**src/rtl/adder_share_ctrl.sv**
```systemverilog
`default_nettype none
// ---------------------------------------------------------------------------
// adder_share_ctrl : round-robin sharing of one load/start/done sequential
// adder among NREQ requesters, with timeout-to-error on a missing done.
// Rev 1.0
// ---------------------------------------------------------------------------
module adder_share_ctrl #(
    parameter int NREQ    = 4,
    parameter int WIDTH   = 4,
    parameter int TIMEOUT = 32
) (
    input  logic                      clk,
    input  logic                      rst_n,
    input  logic [NREQ-1:0]           req_vec,
    input  logic [NREQ*WIDTH-1:0]     req_a,
    input  logic [NREQ*WIDTH-1:0]     req_b,
    output logic [NREQ-1:0]           gnt_vec,
    output logic                      rsp_valid,
    output logic [$clog2(NREQ)-1:0]   rsp_id,
    output logic [WIDTH-1:0]          rsp_sum,
    output logic                      rsp_err,
    output logic                      load,
    output logic                      start,
    output logic [WIDTH-1:0]          A,
    output logic [WIDTH-1:0]          B,
    input  logic [WIDTH-1:0]          sum,
    input  logic                      done
);

    localparam int IDW = $clog2(NREQ);
    localparam int CW  = $clog2(TIMEOUT) + 1;

    typedef enum logic [1:0] {
        S_IDLE  = 2'd0,
        S_LOAD  = 2'd1,
        S_START = 2'd2,
        S_RESP  = 2'd3
    } state_t;

    state_t           state, state_nxt;
    logic [IDW-1:0]   ptr;
    logic [IDW-1:0]   win;
    logic [IDW-1:0]   arb_idx;
    logic             arb_found;
    logic [WIDTH-1:0] op_a;
    logic [WIDTH-1:0] op_b;
    logic [CW-1:0]    cnt;
    logic             timeout_hit;

    // Scan from the slot after the last winner, wrapping, so each
    // requester waits at most NREQ-1 operations.
    always_comb begin
        arb_found = 1'b0;
        arb_idx   = ptr;
        for (int i = 1; i <= NREQ; i++) begin
            if (!arb_found && req_vec[(int'(ptr) + i) % NREQ]) begin
                arb_found = 1'b1;
                arb_idx   = IDW'((int'(ptr) + i) % NREQ);
            end
        end
    end

    assign timeout_hit = (cnt == CW'(TIMEOUT - 1));
    assign rsp_valid   = (state == S_RESP);

    always_ff @(posedge clk or negedge rst_n) begin
        if (!rst_n) begin
            state <= S_IDLE;
        end else begin
            state <= state_nxt;
        end
    end

    // Adder controls decode straight from state so an async reset drops
    // load/start immediately.
    always_comb begin
        state_nxt = state;
        load      = 1'b0;
        start     = 1'b0;
        A         = '0;
        B         = '0;
        case (state)
            S_IDLE: begin
                if (arb_found) state_nxt = S_LOAD;
            end
            S_LOAD: begin
                load      = 1'b1;
                A         = op_a;
                B         = op_b;
                state_nxt = S_START;
            end
            S_START: begin
                load  = 1'b1;
                start = 1'b1;
                A     = op_a;
                B     = op_b;
                if (done || timeout_hit) state_nxt = S_RESP;
            end
            S_RESP: begin
                state_nxt = S_IDLE;
            end
            default: state_nxt = S_IDLE;
        endcase
    end

    always_ff @(posedge clk or negedge rst_n) begin
        if (!rst_n) begin
            ptr     <= IDW'(NREQ - 1);
            win     <= '0;
            gnt_vec <= '0;
            op_a    <= '0;
            op_b    <= '0;
            cnt     <= '0;
            rsp_id  <= '0;
            rsp_sum <= '0;
            rsp_err <= 1'b0;
        end else begin
            case (state)
                S_IDLE: begin
                    if (arb_found) begin
                        gnt_vec <= NREQ'(1) << arb_idx;
                        ptr     <= arb_idx;
                        win     <= arb_idx;
                        op_a    <= req_a[arb_idx*WIDTH +: WIDTH];
                        op_b    <= req_b[arb_idx*WIDTH +: WIDTH];
                    end
                end
                S_START: begin
                    if (done) begin
                        rsp_sum <= sum;
                        rsp_err <= 1'b0;
                        rsp_id  <= win;
                        cnt     <= '0;
                    end else if (timeout_hit) begin
                        rsp_sum <= '0;
                        rsp_err <= 1'b1;
                        rsp_id  <= win;
                        cnt     <= '0;
                    end else begin
                        cnt <= cnt + CW'(1);
                    end
                end
                S_RESP: begin
                    gnt_vec <= '0;
                end
                default: ;
            endcase
        end
    end

endmodule
`default_nettype wire

```
**config.mk**
```make
export PLATFORM = sky130hd
export DESIGN_NAME = adder_share_ctrl
export DESIGN_NICKNAME = d
export VERILOG_FILES = /design/src/rtl/adder_share_ctrl.sv
export SDC_FILE = /design/constraint.sdc
export NUM_CORES = 1
export LEC_CHECK = 0
export ABC_AREA = 1
export CORE_MARGIN = 3
export CORE_UTILIZATION = 42
export CTS_BUF_LIST = sky130_fd_sc_hd__clkbuf_4 sky130_fd_sc_hd__clkbuf_8 sky130_fd_sc_hd__clkbuf_16
export DETAILED_ROUTE_END_ITERATION = 8
export GPL_TIMING_DRIVEN = 0
export PLACE_DENSITY = 0.83
export SLEW_MARGIN = 0
export SYNTH_ARGS = -nofsm -noshare
export SYNTH_HDL_FRONTEND = slang
export SYNTH_SLANG_ARGS = --single-unit
```
**constraint.sdc**
```tcl
create_clock -name clk -period 1.7 [get_ports clk]
set_clock_uncertainty 0.05 [all_clocks]
set_input_delay 0.255 -clock clk [delete_from_list [all_inputs] [get_ports clk]]
set_output_delay 0.255 -clock clk [all_outputs]
set_load 0.02 [all_outputs]
```
# --- After elaboration in Yosys (flattened, before gate mapping) ---
# Cells that the tools add are included.
totals:
  register_bits: 31
  word_cells: 88
classes:
  add_sub_neg: 5
  magnitude_cmp: 4
  n_eq_ne: 6
  shifts: 3
  n_mux: 37
  bitwise: 4
  n_reduce_logical: 19
op_table:
  columns: ["operator", "n"]
  rows:
  - ["variable part select 16 x 5 -> 4 bit", 2]
  - ["two-way mux 4 bit", 5]
  - ["< comparator 3 x 4 -> 1 bit, second input constant", 4]
  - ["two-way mux 1 bit", 16]
  - ["two-way mux 2 bit", 8]
  - ["two-way mux 6 bit", 2]
  - ["OR reduction 2 bit", 5]
  - ["binary-select mux 1 bit (select 2 bit)", 4]
  - ["one-hot mux 2 bit (4 select lines)", 1]
  - ["one-hot mux 4 bit (2 select lines)", 1]
  - ["AND reduction 2 bit", 4]
  - ["adder 6 x 1 -> 6 bit, second input constant", 1]
  - ["equality test 6 x 5 -> 1 bit, second input constant", 1]
  - ["adder 2 x 1 -> 2 bit, second input constant", 2]
  - ["adder 2 bit, second input constant", 2]
  - ["bitwise AND 1 bit, first input constant", 4]
  - ["equality test 2 bit, second input constant", 2]
  - ["!= test 2 bit, second input constant", 2]
  - ["nonzero test 2 bit", 2]
  - ["left shift 1 x 2 -> 4 bit, first input constant", 1]
  - ["logical AND 1 bit", 3]
  - ["zero test 1 bit", 3]
  - ["equality test 2 x 1 -> 1 bit, second input constant", 1]
  - ["zero test 2 bit", 1]
  - ["logical OR 1 bit", 1]

# --- Longest topological paths before layout ---
# Gate-level depths: netlist of run 1.
depth:
  depth_word: 19
  ltp_mapped: 15
  ltp_nobuf: 13

# --- Least setup slack after synthesis of run 1 ---
# Ideal clock, no wire load.
synth_path:
  path_kind: "reg2reg"
  from: "reg ptr[0]"
  to: "reg op_a[0]"
  setup_time_ps: 117
  arrival_ps: 1580
  slack_ps: -48
  path_stages_with_launch: 16
  n_path_buf: 2
  synth_period_minus_slack_ps: 1748
  path_cell_list: "dfstp_2 > buf_6 > inv_8 > nand2_2 > nand2_2 > nand2_2 > nand2_4 > inv_6 > nand3_2 > clkinv_1 > nand2_1 > nand2_2 > buf_6 > nand2_1 > nand3_1 > nand2_1"
synth_between:
  elab_chain_cells: 15
  word_cells_on_any_way: 32
  cone_classes: "4 x add/sub; 1 x shift; 20 x mux; 7 x reduce/logical"
synth_rtl:
  columns: ["element", "line_no", "rtl"]
  rows:
  - ["from (decl)", "41", "logic [IDW-1:0] ptr;"]
  - ["from (signal assigned)", "108", "ptr <= IDW'(NREQ - 1);"]
  - ["from (signal assigned)", "122", "ptr <= arb_idx;"]
  - ["adder 2 x 1 -> 2 bit", "56, 58", null]
  - ["binary-select mux 1 bit (select 2 bit)", "56", "if (!arb_found && req_vec[(int'(ptr) + i) % NREQ]) begin"]
  - ["two-way mux 1 bit (not written as such) (2 in a row)", "56", null]
  - ["two-way mux 1 bit", "56", null]
  - ["zero test 1 bit", "56", null]
  - ["logical AND 1 bit", "56", null]
  - ["two-way mux 1 bit", "56", null]
  - ["zero test 1 bit", "56", null]
  - ["logical AND 1 bit", "56", null]
  - ["two-way mux 1 bit", "56", null]
  - ["zero test 1 bit", "56", null]
  - ["logical AND 1 bit", "56", null]
  - ["two-way mux 2 bit / two-way mux 1 bit (equally long branches)", "56", null]
  - ["variable part select 16 x 5 -> 4 bit / AND reduction 2 bit (equally long branches)", null, null]
  - ["to (signal assigned)", "124", "op_a <= req_a[arb_idx*WIDTH +: WIDTH];"]
  - ["to (decl)", "45", "logic [WIDTH-1:0] op_a;"]
# Several ways; a longest one is shown, not always the timed one. The select of a mux whose other input is x is not followed.
# A chain may end at the register's enable or synchronous reset.

# --- Worst setup path in the final report of run 1 ---
layout_path:
  from: "reg ptr[1]"
  to: "reg op_b[0]"
layout_between:
  elab_chain_cells: 15
  word_cells_on_any_way: 32
  cone_classes: "4 x add/sub; 1 x shift; 20 x mux; 7 x reduce/logical"
layout_rtl:
  columns: ["element", "line_no", "rtl"]
  rows:
  - ["adder 2 x 1 -> 2 bit", "56, 58", null]
  - ["binary-select mux 1 bit (select 2 bit)", "56", null]
  - ["two-way mux 1 bit (not written as such) (2 in a row)", "56", null]
  - ["two-way mux 1 bit", "56", null]
  - ["zero test 1 bit", "56", null]
  - ["logical AND 1 bit", "56", null]
  - ["two-way mux 1 bit", "56", null]
  - ["zero test 1 bit", "56", null]
  - ["logical AND 1 bit", "56", null]
  - ["two-way mux 1 bit", "56", null]
  - ["zero test 1 bit", "56", null]
  - ["logical AND 1 bit", "56", null]
  - ["two-way mux 2 bit / two-way mux 1 bit (equally long branches)", "56", null]
  - ["variable part select 16 x 5 -> 4 bit / AND reduction 2 bit (equally long branches)", null, null]
  - ["to (signal assigned)", "125", "op_b <= req_b[arb_idx*WIDTH +: WIDTH];"]
  - ["to (decl)", "46", "logic [WIDTH-1:0] op_b;"]
# Several ways; a longest one is shown, not always the timed one. The select of a mux whose other input is x is not followed.

==> results.toml, run 1 <==
[hold_path]
hold_path_end = "rsp_sum[0]$_DFFE_PN0P_"
hold_depth = 2
hold_class = "reg -> reg"
worstHoldStart = "rsp_sum[0]$_DFFE_PN0P_"

[clocking]
cts_max_level = 2
cts_made_buffers = 5
clock_path_buffers = 2
cts.sinks = 31
cts_tree = "done"
clk_latency_ns = 0.29
clock-root-buffer = "clkbuf_8"
cts.clk_slew.worst_paths_ns = 0.06

[die]
io_pins = 65
dieArea_um2 = 5740
core_um2 = 4530
die_h_um = 75.8
num_rows = 24
die_x_um = 75.8
start_util = 0.451

[cells_and_area]
final_cell_mix = "68 x nand2_1, 52 x clkdlybuf4s50_1, 32 x inv_1, 32 x nand3_1, 29 x dfrtp_1"
drive_gt1_frac = 0.361
num_antenna_cells = 0
fin_nets = 428
areaGrowthSynthToFinish_pct = 70.6
layout_commonest_cell = "nand2_1"
final.fill_count = 303
final_area_um2 = 3490
fin_cells = 445

[worst_setup_path]
crit_start = "ptr[1]$_DFFE_PN1P_"
crit_top_cell = "nand2_4"
crit_path_end_kind = "flop"
r2r-end = "op_b[0]$_DFFE_PN0P_"
reg2regPathDepth = 12
worst_path_max_delay_cell = "dfstp_2"
cp_max_fo = 4
worst-endpoint-arrival_ns = 2.09
worstPathRequired_ns = 1.83
worstReg2RegStart = "ptr[1]$_DFFE_PN1P_"
r2r_slack_ns = -0.26
worstSetupPathType = "reg -> reg"
slowest_delay_ns = 0.57
critPathLaunchType = "flop"
path_cells = "buf_4, nand2_4, nand2_4, nand2_4, nand2_8, clkinv_8, nand3_4, nand3_2, nand2_2, nand3_1, nand3_2, nand2_1"

[synth]
async_flop_share = 1.00
syn_area_um2 = 2040
synth.distinct_cells = 27
syn-num-nets = 334
synth.avg_cell_area_um2 = 7.15
yosysSeqAreaShare = 0.381
ys.flop_type = "dfrtp_1"
ys_seq_elements = 31
syn_inst = 286
ys_warn_count = 0
synth_edf_count = 0

[global_routing]
grt_max_degree = 32
antenna_found_initial = 0
grt_pass1_vias = 2246
grt_usage = 0.242
grt_pass1_wl_um = 10300
grt_overflow_total = 0

[placement]
dp_hpwl_um = 3880
post_dp_cell_area_um2 = 2790
gp_congestion = 0.913
dp.cells = 415
post-place-ws_ns = -0.430
io_buffers = 64

[timing]
grt_setup_unrepaired = "true"
period_minus_slack_ns = 1.96
max_slew_margin = 0.547
setup-violations-final = 18
fmax_mhz = 510
hold_viol_final = 0
maxSlewViolCount = 0
holdWs_ns = 0.425
setup_slack_ns = -0.259
min_period_over_period = 1.15
worst_pin_slew_ns = 0.679

[route]
num_vias = 2301
antenna_left = 0
drc = 0
wl_um = 6840
wl_per_cell_um = 15.4
avgViaCountPerCell = 5.17
firstDrtPassIters = 7
drt_iter0_markers = 97

[power_and_ir_drop]
peakVddDrop_v = 0.00133
p_leak_uw = 0.00170
p_per_area_nw_per_um2 = 2410

[run_status]
violations = "setup timing"
status = "finished with violations"

[run]
maxCapViolations = 0
where the power goes:
part | internal, uW | switching [uW] | leakage, uW
clock network | 313 | 261 | 0.0000452
logic | 2620 | 3970 | 0.00126
registers | 1060 | 194 | 0.000391
total | 3990 | 4430 | 0.00170
worst max-delay path, delay by kind of cell, from the launching register on:
family | cells | cell delay [ns]
flip-flops | 1 | 0.57
AND/OR/NAND/NOR | 10 | 0.97
buffers and inverters | 2 | 0.25
per-layer routing:
layer	global-route usage	up-vias	wire (um)	share of wire
met5	0	-	0	0
li1	-	1095	-	-
met4	0.115	0	188	0.027
met1	0.281	1079	2670	0.39
met3	0.0739	18	498	0.073
met2	0.404	109	3480	0.51
per-stage QoR:
step | util | setup TNS (ns) | power, uW
floorplan | - | -0.243 | 4250
global placement | 0.616 | -12.70 | 5410
detailed placement | 0.616 | -14.99 | 5520
CTS | 0.722 | -2.27 | 7520
global route | 0.769 | -5.05 | 8920
finish | 0.769 | -3.34 | 8410
timing repair:
action,4_1_cts,5_1_grt
gates cloned,7,0
gates resized for setup,102,60
endpoints found under the hold margin,0,4
pin swaps,10,14
setup buffers,11,4
hold buffers,0,1
setup endpoints to repair,36,34
kinds of logic (layout without fill, tap and decap cells):
logic type,Yosys count,in the layout,share of synthesized area
simple gates,176,181,0.416
fa+ha+maj,5,5,0.0306
xor+xnor,2,2,0.00857
compound gates,22,22,0.0587
flops,31,31,0.381
buf+inv,50,139,0.106
sequential cells by signal (all words and copies together) (netlist names):
register,count
op_b,4
cnt,6
ptr,2
state,2
win,2
rsp_sum,4
rsp_err,1
gnt_vec,4
rsp_id,2
op_a,4
Yosys cell counts (3+ instances only):
library cell / number / area share
nand2_1: 96 / 0.18
nand3_1: 46 / 0.11
inv_1: 39 / 0.072
dfrtp_1: 29 / 0.35
nand2_2: 12 / 0.037
nor2_1: 9 / 0.017
o21ai_0: 9 / 0.022
nand2_4: 8 / 0.044
ha_1: 5 / 0.031
a21oi_1: 4 / 0.0098
o22ai_1: 4 / 0.012
clkbuf_1: 3 / 0.0055
o21ai_1: 3 / 0.0073
layout make-up:
| type | count | area (um^2) | share of cell area |
|---|---|---|---|
| multi-input cells | 210 | 1490 | 0.426 |
| repair buffers | 82 | 787 | 0.226 |
| flip-flops and latches | 31 | 778 | 0.223 |
| inverters | 44 | 199 | 0.0571 |
| clock buffers | 7 | 83.8 | 0.0240 |
| well taps | 65 | 81.3 | 0.0233 |
| plain buffers | 6 | 72.6 | 0.0208 |
how the worst max path moves through the flow:
stage / end / depth (start not counted)
floorplan: op_a[0]$_DFFE_PN0P_ / 14
global route: op_a[1]$_DFFE_PN0P_ / 15
detailed placement: B[0] / 6
CTS: op_a[1]$_DFFE_PN0P_ / 14
finish: op_b[0]$_DFFE_PN0P_ / 12
global placement: B[0] / 6
Note: power is estimated with default switching activity, not from simulation.
==> inputs of run 2 (changes only) <==
--- a/config.mk
+++ b/config.mk
@@ -11,7 +11,7 @@
 export CTS_BUF_LIST = sky130_fd_sc_hd__clkbuf_4 sky130_fd_sc_hd__clkbuf_8 sky130_fd_sc_hd__clkbuf_16
 export DETAILED_ROUTE_END_ITERATION = 8
 export GPL_TIMING_DRIVEN = 0
-export PLACE_DENSITY = 0.83
+export PLACE_DENSITY_LB_ADDON = 0.05
 export SLEW_MARGIN = 0
 export SYNTH_ARGS = -nofsm -noshare
 export SYNTH_HDL_FRONTEND = slang
==> run 2 against run 1 <==
- the run still ends with setup timing left
- worst setup slack worse by 0.080 ns
- register-to-register slack got worse by 0.08 ns
- sequential share of layout area decreased by 0.21 points
- highest routed layer unchanged
- cell count up 0.67%
- core utilization grew 0.75 points
- critical path type unchanged
==> results.toml, run 2 (synthesis gave the netlist of run 1 again) <==
[cells_and_area]
largest_register_ffs = 6
areaGrowthSynthToFinish_pct = 72.2
final_cell_mix = "71 x nand2_1, 52 x clkdlybuf4s50_1, 32 x nand3_1"
layout_commonest_cell = "nand2_1"
drive_gt1_frac = 0.360
fin_nets = 430
final.fill_count = 313
final_util = 0.776
largest-register = "cnt"
num_antenna_cells = 0

[route]
wl_per_cell_um = 13.8
num_vias = 2214
drc = 0
wl_um = 6190
antenna_left = 0
drt_iter0_markers = 100
firstDrtPassIters = 4
avgViaCountPerCell = 4.94

[die]
die_x_um = 75.8
core_um2 = 4530
start_util = 0.451
io_pins = 65
dieArea_um2 = 5740
num_rows = 24
die_h_um = 75.8

[timing]
period_minus_slack_ns = 2.04
maxSlewViolCount = 0
setup_slack_ns = -0.339
setup-violations-final = 18
setup_tns_ns = -4.24
min_period_over_period = 1.20
hold_viol_final = 0
grt_setup_unrepaired = "true"
worst_pin_slew_ns = 0.698
max_slew_margin = 0.535
fmax_mhz = 490

[power_and_ir_drop]
peakVddDrop_v = 0.00135
swShare = 0.516
p_total_uw = 8300
p_per_area_nw_per_um2 = 2360
p_clk_frac = 0.074
seq_power_share = 0.153
power.internal_uw = 4020
p_comb_frac = 0.773
p_leak_uw = 0.00173
p_switching_uw = 4280

[worst_setup_path]
crit_path_end_kind = "flop"
critPathLaunchType = "flop"
path_cells = "buf_8, inv_16, nand2_4, nand2_4, nand2_4, nand2_8, nor2_2, nand2_1, nand2_1, nand2_1, nand2_4, buf_6, nand2_1, nand3_2, nand2_1"
worst_path_max_delay_cell = "dfstp_2"
crit_top_cell = "nand2_1"
r2r_slack_ns = -0.34
cp_max_fo = 8
r2r-end = "op_b[3]$_DFFE_PN0P_"
worstSetupPathType = "reg -> reg"
worst-endpoint-arrival_ns = 2.16
worstReg2RegStart = "ptr[0]$_DFFE_PN1P_"
worstPathRequired_ns = 1.82
slowest_delay_ns = 0.57
crit_buf_inv = 3
cp_top_family = "simple AND/OR/NAND/NOR gates"
reg2regPathDepth = 15

[global_routing]
grt_pass1_wl_um = 8490
grt_usage = 0.195
grt_max_degree = 32
antenna_found_initial = 0
grt_pass1_vias = 1947
grt_overflow_total = 0

[clocking]
clock-root-buffer = "clkbuf_8"
clk_latency_ns = 0.29
clock_path_buffers = 2
cts.clk_slew.worst_paths_ns = 0.07
cts_made_buffers = 5
cts.sinks = 31
cts_max_level = 2
cts_tree = "done"

[hold_path]
hold_path_end = "rsp_sum[1]$_DFFE_PN0P_"
hold_class = "reg -> reg"
worstHoldStart = "rsp_sum[1]$_DFFE_PN0P_"
hold_depth = 2

[placement]
io_buffers = 64
gp_congestion = 0.874
post-place-ws_ns = -0.428
dp_hpwl_um = 3780

[run_status]
status = "finished with violations"
violations = "setup timing"

[run]
maxCapViolations = 0
run 2: changes by cell type in the layout (fill, tap and decap cells not counted), moves of 3 or more:
cell     change
nand2_2      -7
inv_1        -3
nand2_4      +5
o21ai_0      +3
nand2_1      +3
inv_2        +3
run 2: how the worst max path moves through the flow:
stage                                     end                  from  depth (start not counted)
after floorplan           op_a[0]$_DFFE_PN0P_    ptr[0]$_DFFE_PN1P_                         14
after global placement                   A[2]  state[0]$_DFFE_PN0P_                          6
after detailed placement                 A[2]  state[1]$_DFFE_PN0P_                          6
after CTS                 op_a[1]$_DFFE_PN0P_    ptr[0]$_DFFE_PN1P_                         14
after global routing      op_a[3]$_DFFE_PN0P_    ptr[0]$_DFFE_PN1P_                         15
final                     op_b[3]$_DFFE_PN0P_    ptr[0]$_DFFE_PN1P_                         15
run 2: stage by stage:
stage | instances | hold slack, ns | area [um^2]
5_1_grt | 448 | 0.442 | 3520
2_1_floorplan | 286 | -0.0906 | 2070
6_report | 448 | 0.419 | 3520
4_1_cts | 432 | 0.425 | 3010
3_3_place_gp | 415 | 0.404 | 2790
3_5_place_dp | 415 | 0.288 | 2790
run 2: cell type report:
type,instances,area (um^2),share of cell area
multi-input combinational,211,1480,0.421
timing repair buffer,83,817,0.232
sequential,31,778,0.221
inverter,44,196,0.0558
clock buffer,7,90.1,0.0256
tap,65,81.3,0.0231
buffer,6,68.8,0.0195
clock inverter,1,5.00,0.00142
run 2: layer usage:
layer	global-route usage	vias to the layer above	part of all wire
met5	0	-	0
met4	0.0757	0	0.020
met3	0.0475	12	0.065
met2	0.317	72	0.50
met1	0.250	1032	0.41
li1	-	1098	-
run 2: worst register-to-register path, cell delays in order, from the launching register on:
cell     delay, ns
dfstp_2       0.57
buf_8         0.16
inv_16        0.05
nand2_4       0.06
nand2_4       0.08
nand2_4       0.10
nand2_8       0.08
nor2_2        0.11
nand2_1       0.10
nand2_1       0.08
nand2_1       0.09
nand2_4       0.10
buf_6         0.12
nand2_1       0.06
nand3_2       0.08
nand2_1       0.06
run 2: repair_timing:
item | in CTS | in global routing
cloned | 2 | 7
gates resized for setup | 60 | 100
setup endpoints to repair | 37 | 35
endpoints found under the hold margin | 29 | 0
buffers inserted | 6 | 9
pin swaps | 3 | 30
hold buffers | 1 | 0
run 2: power groups by stage:
stage	clock, uW	sequential [uW]	combinational (uW)
detailed placement	0	1220	4260
floorplan	0	1320	2940
CTS	619	1220	4710
finish	613	1270	6410
global placement	0	1220	4200
global route	656	1300	6950
==> inputs of run 3 (changes only) <==
--- a/config.mk
+++ b/config.mk
@@ -12,6 +12,7 @@
 export DETAILED_ROUTE_END_ITERATION = 8
 export GPL_TIMING_DRIVEN = 0
 export PLACE_DENSITY_LB_ADDON = 0.05
+export SKIP_CTS_REPAIR_TIMING = 1
 export SLEW_MARGIN = 0
 export SYNTH_ARGS = -nofsm -noshare
 export SYNTH_HDL_FRONTEND = slang
==> run 3 against run 2 <==
- the run ends with hold timing, setup timing left
- via count is 2.3% higher
- largest cell class unchanged
- cell count shrank 0.22%
- wire length rose by 0.50%
- first-iteration DRC count rose by 6.0%
==> results.toml, run 3 (synthesis gave the netlist of run 1 again) <==
[timing]
grt_setup_unrepaired = "true"
setup_slack_ns = -0.320
min_period_over_period = 1.19
period_minus_slack_ns = 2.02
max_slew_margin = 0.528
worst_pin_slew_ns = 0.708
maxSlewViolCount = 0
hold_viol_final = 29
holdWs_ns = -0.0339
fmax_mhz = 495
setup-violations-final = 21

[worst_setup_path]
endpoint = "op_a[3]$_DFFE_PN0P_"
reg2regPathDepth = 15
worst-endpoint-arrival_ns = 2.14
worstReg2RegStart = "ptr[0]$_DFFE_PN1P_"
critPathLaunchType = "flop"
cp_max_fo = 8
crit_path_end_kind = "flop"
r2r-end = "op_a[3]$_DFFE_PN0P_"
crit_start = "ptr[0]$_DFFE_PN1P_"
r2r_slack_ns = -0.32
worstSetupPathType = "reg -> reg"
worstPathRequired_ns = 1.82

[global_routing]
grt_pass1_vias = 1912
grt_usage = 0.187
grt_max_degree = 32
antenna_found_initial = 0
grt_pass1_wl_um = 8140
grt_overflow_total = 0

[clocking]
cts_made_buffers = 5
cts_tree = "done"
clk_latency_ns = 0.28
cts.clk_slew.worst_paths_ns = 0.07
clock-root-buffer = "clkbuf_8"
clock_path_buffers = 2
cts.sinks = 31
cts_max_level = 2

[cells_and_area]
multi_input_area_um2 = 1430
final_cell_mix = "77 x nand2_1, 52 x clkdlybuf4s50_1, 34 x inv_1"
fin_nets = 429
fin_cells = 447
drive_gt1_frac = 0.330
regArea_um2 = 778
areaGrowthSynthToFinish_pct = 69.8
final.fill_count = 318
num_antenna_cells = 0
layout_commonest_cell = "nand2_1"
largest-register = "cnt"
largest_register_ffs = 6

[die]
io_pins = 65
num_rows = 24
core_um2 = 4530
dieArea_um2 = 5740
die_h_um = 75.8
die_x_um = 75.8
start_util = 0.451

[placement]
io_buffers = 64
gp_congestion = 0.874
dp_hpwl_um = 3780
dp.cells = 415

[route]
antenna_left = 0
firstDrtPassIters = 4
drt_iter0_markers = 106
drc = 0
wl_per_cell_um = 13.9
avgViaCountPerCell = 5.07
num_vias = 2266
wl_um = 6220

[power_and_ir_drop]
p_leak_uw = 0.00173
peakVddDrop_v = 0.00117
p_per_area_nw_per_um2 = 2340

[hold_path]
hold_class = "in -> async"

[run_status]
violations = "hold timing, setup timing"
status = "finished with violations"

[run]
maxCapViolations = 0
==> run 3: per-stage QoR <==
stage | instance area (um^2) | util | setup WS [ns] | total power (uW) | TNS (ns)
after floorplan | 2070 | - | -0.0282 | 4250 | -0.243
after global placement | 2790 | 0.616 | -0.426 | 5420 | -15.51
after detailed placement | 2790 | 0.615 | -0.428 | 5490 | -8.21
after CTS | 2880 | 0.635 | -0.761 | 6110 | -10.60
after global routing | 3470 | 0.766 | -0.412 | 8710 | -6.31
final | 3470 | 0.766 | -0.320 | 8140 | -4.59
==> run 3: cell type report <==
cell class,count,share of cell area
Sequential cell,31,0.224
Buffer,6,0.0209
Multi-Input combinational cell,211,0.413
Clock inverter,1,0.00144
Timing Repair Buffer,82,0.232
Tap cell,65,0.0234
Clock buffer,7,0.0259
Inverter,44,0.0595
==> run 3: how the worst min path moves through the flow <==
stage	end	slack (ns)
detailed placement	rsp_id[0]$_DFFE_PN0P_	0.29
floorplan	cnt[0]$_DFFE_PN0P_	-0.09
global placement	rsp_sum[0]$_DFFE_PN0P_	0.40
finish	rsp_sum[3]$_DFFE_PN0P_	-0.03
global route	rsp_sum[1]$_DFFE_PN0P_	0.01
CTS	rsp_sum[1]$_DFFE_PN0P_	-0.01
==> run 3: where the power goes <==
group | internal, uW | switching (uW)
Clock | 342 | 271
Combinational | 2550 | 3750
Sequential | 1060 | 177
==> run 3: worst max-delay path: stages, from the launching register on <==
cell and delay, ns:
dfstp_2 0.58, buf_12 0.15, clkinv_16 0.07, nand2_4 0.06, nand2_4 0.08, nand2_4 0.10, nand2_8 0.08, nor2_4 0.12
nand2_2 0.07, nand2_1 0.06, nand2_1 0.07, nand2_4 0.09, buf_6 0.12, nand2_1 0.06, nand3_1 0.08, nand2_1 0.05
==> run 3: metal layers <==
metal,track usage,part of all wire
met1,0.235,0.41
met2,0.300,0.51
met3,0.0501,0.057
met4,0.0816,0.021
met5,0,0
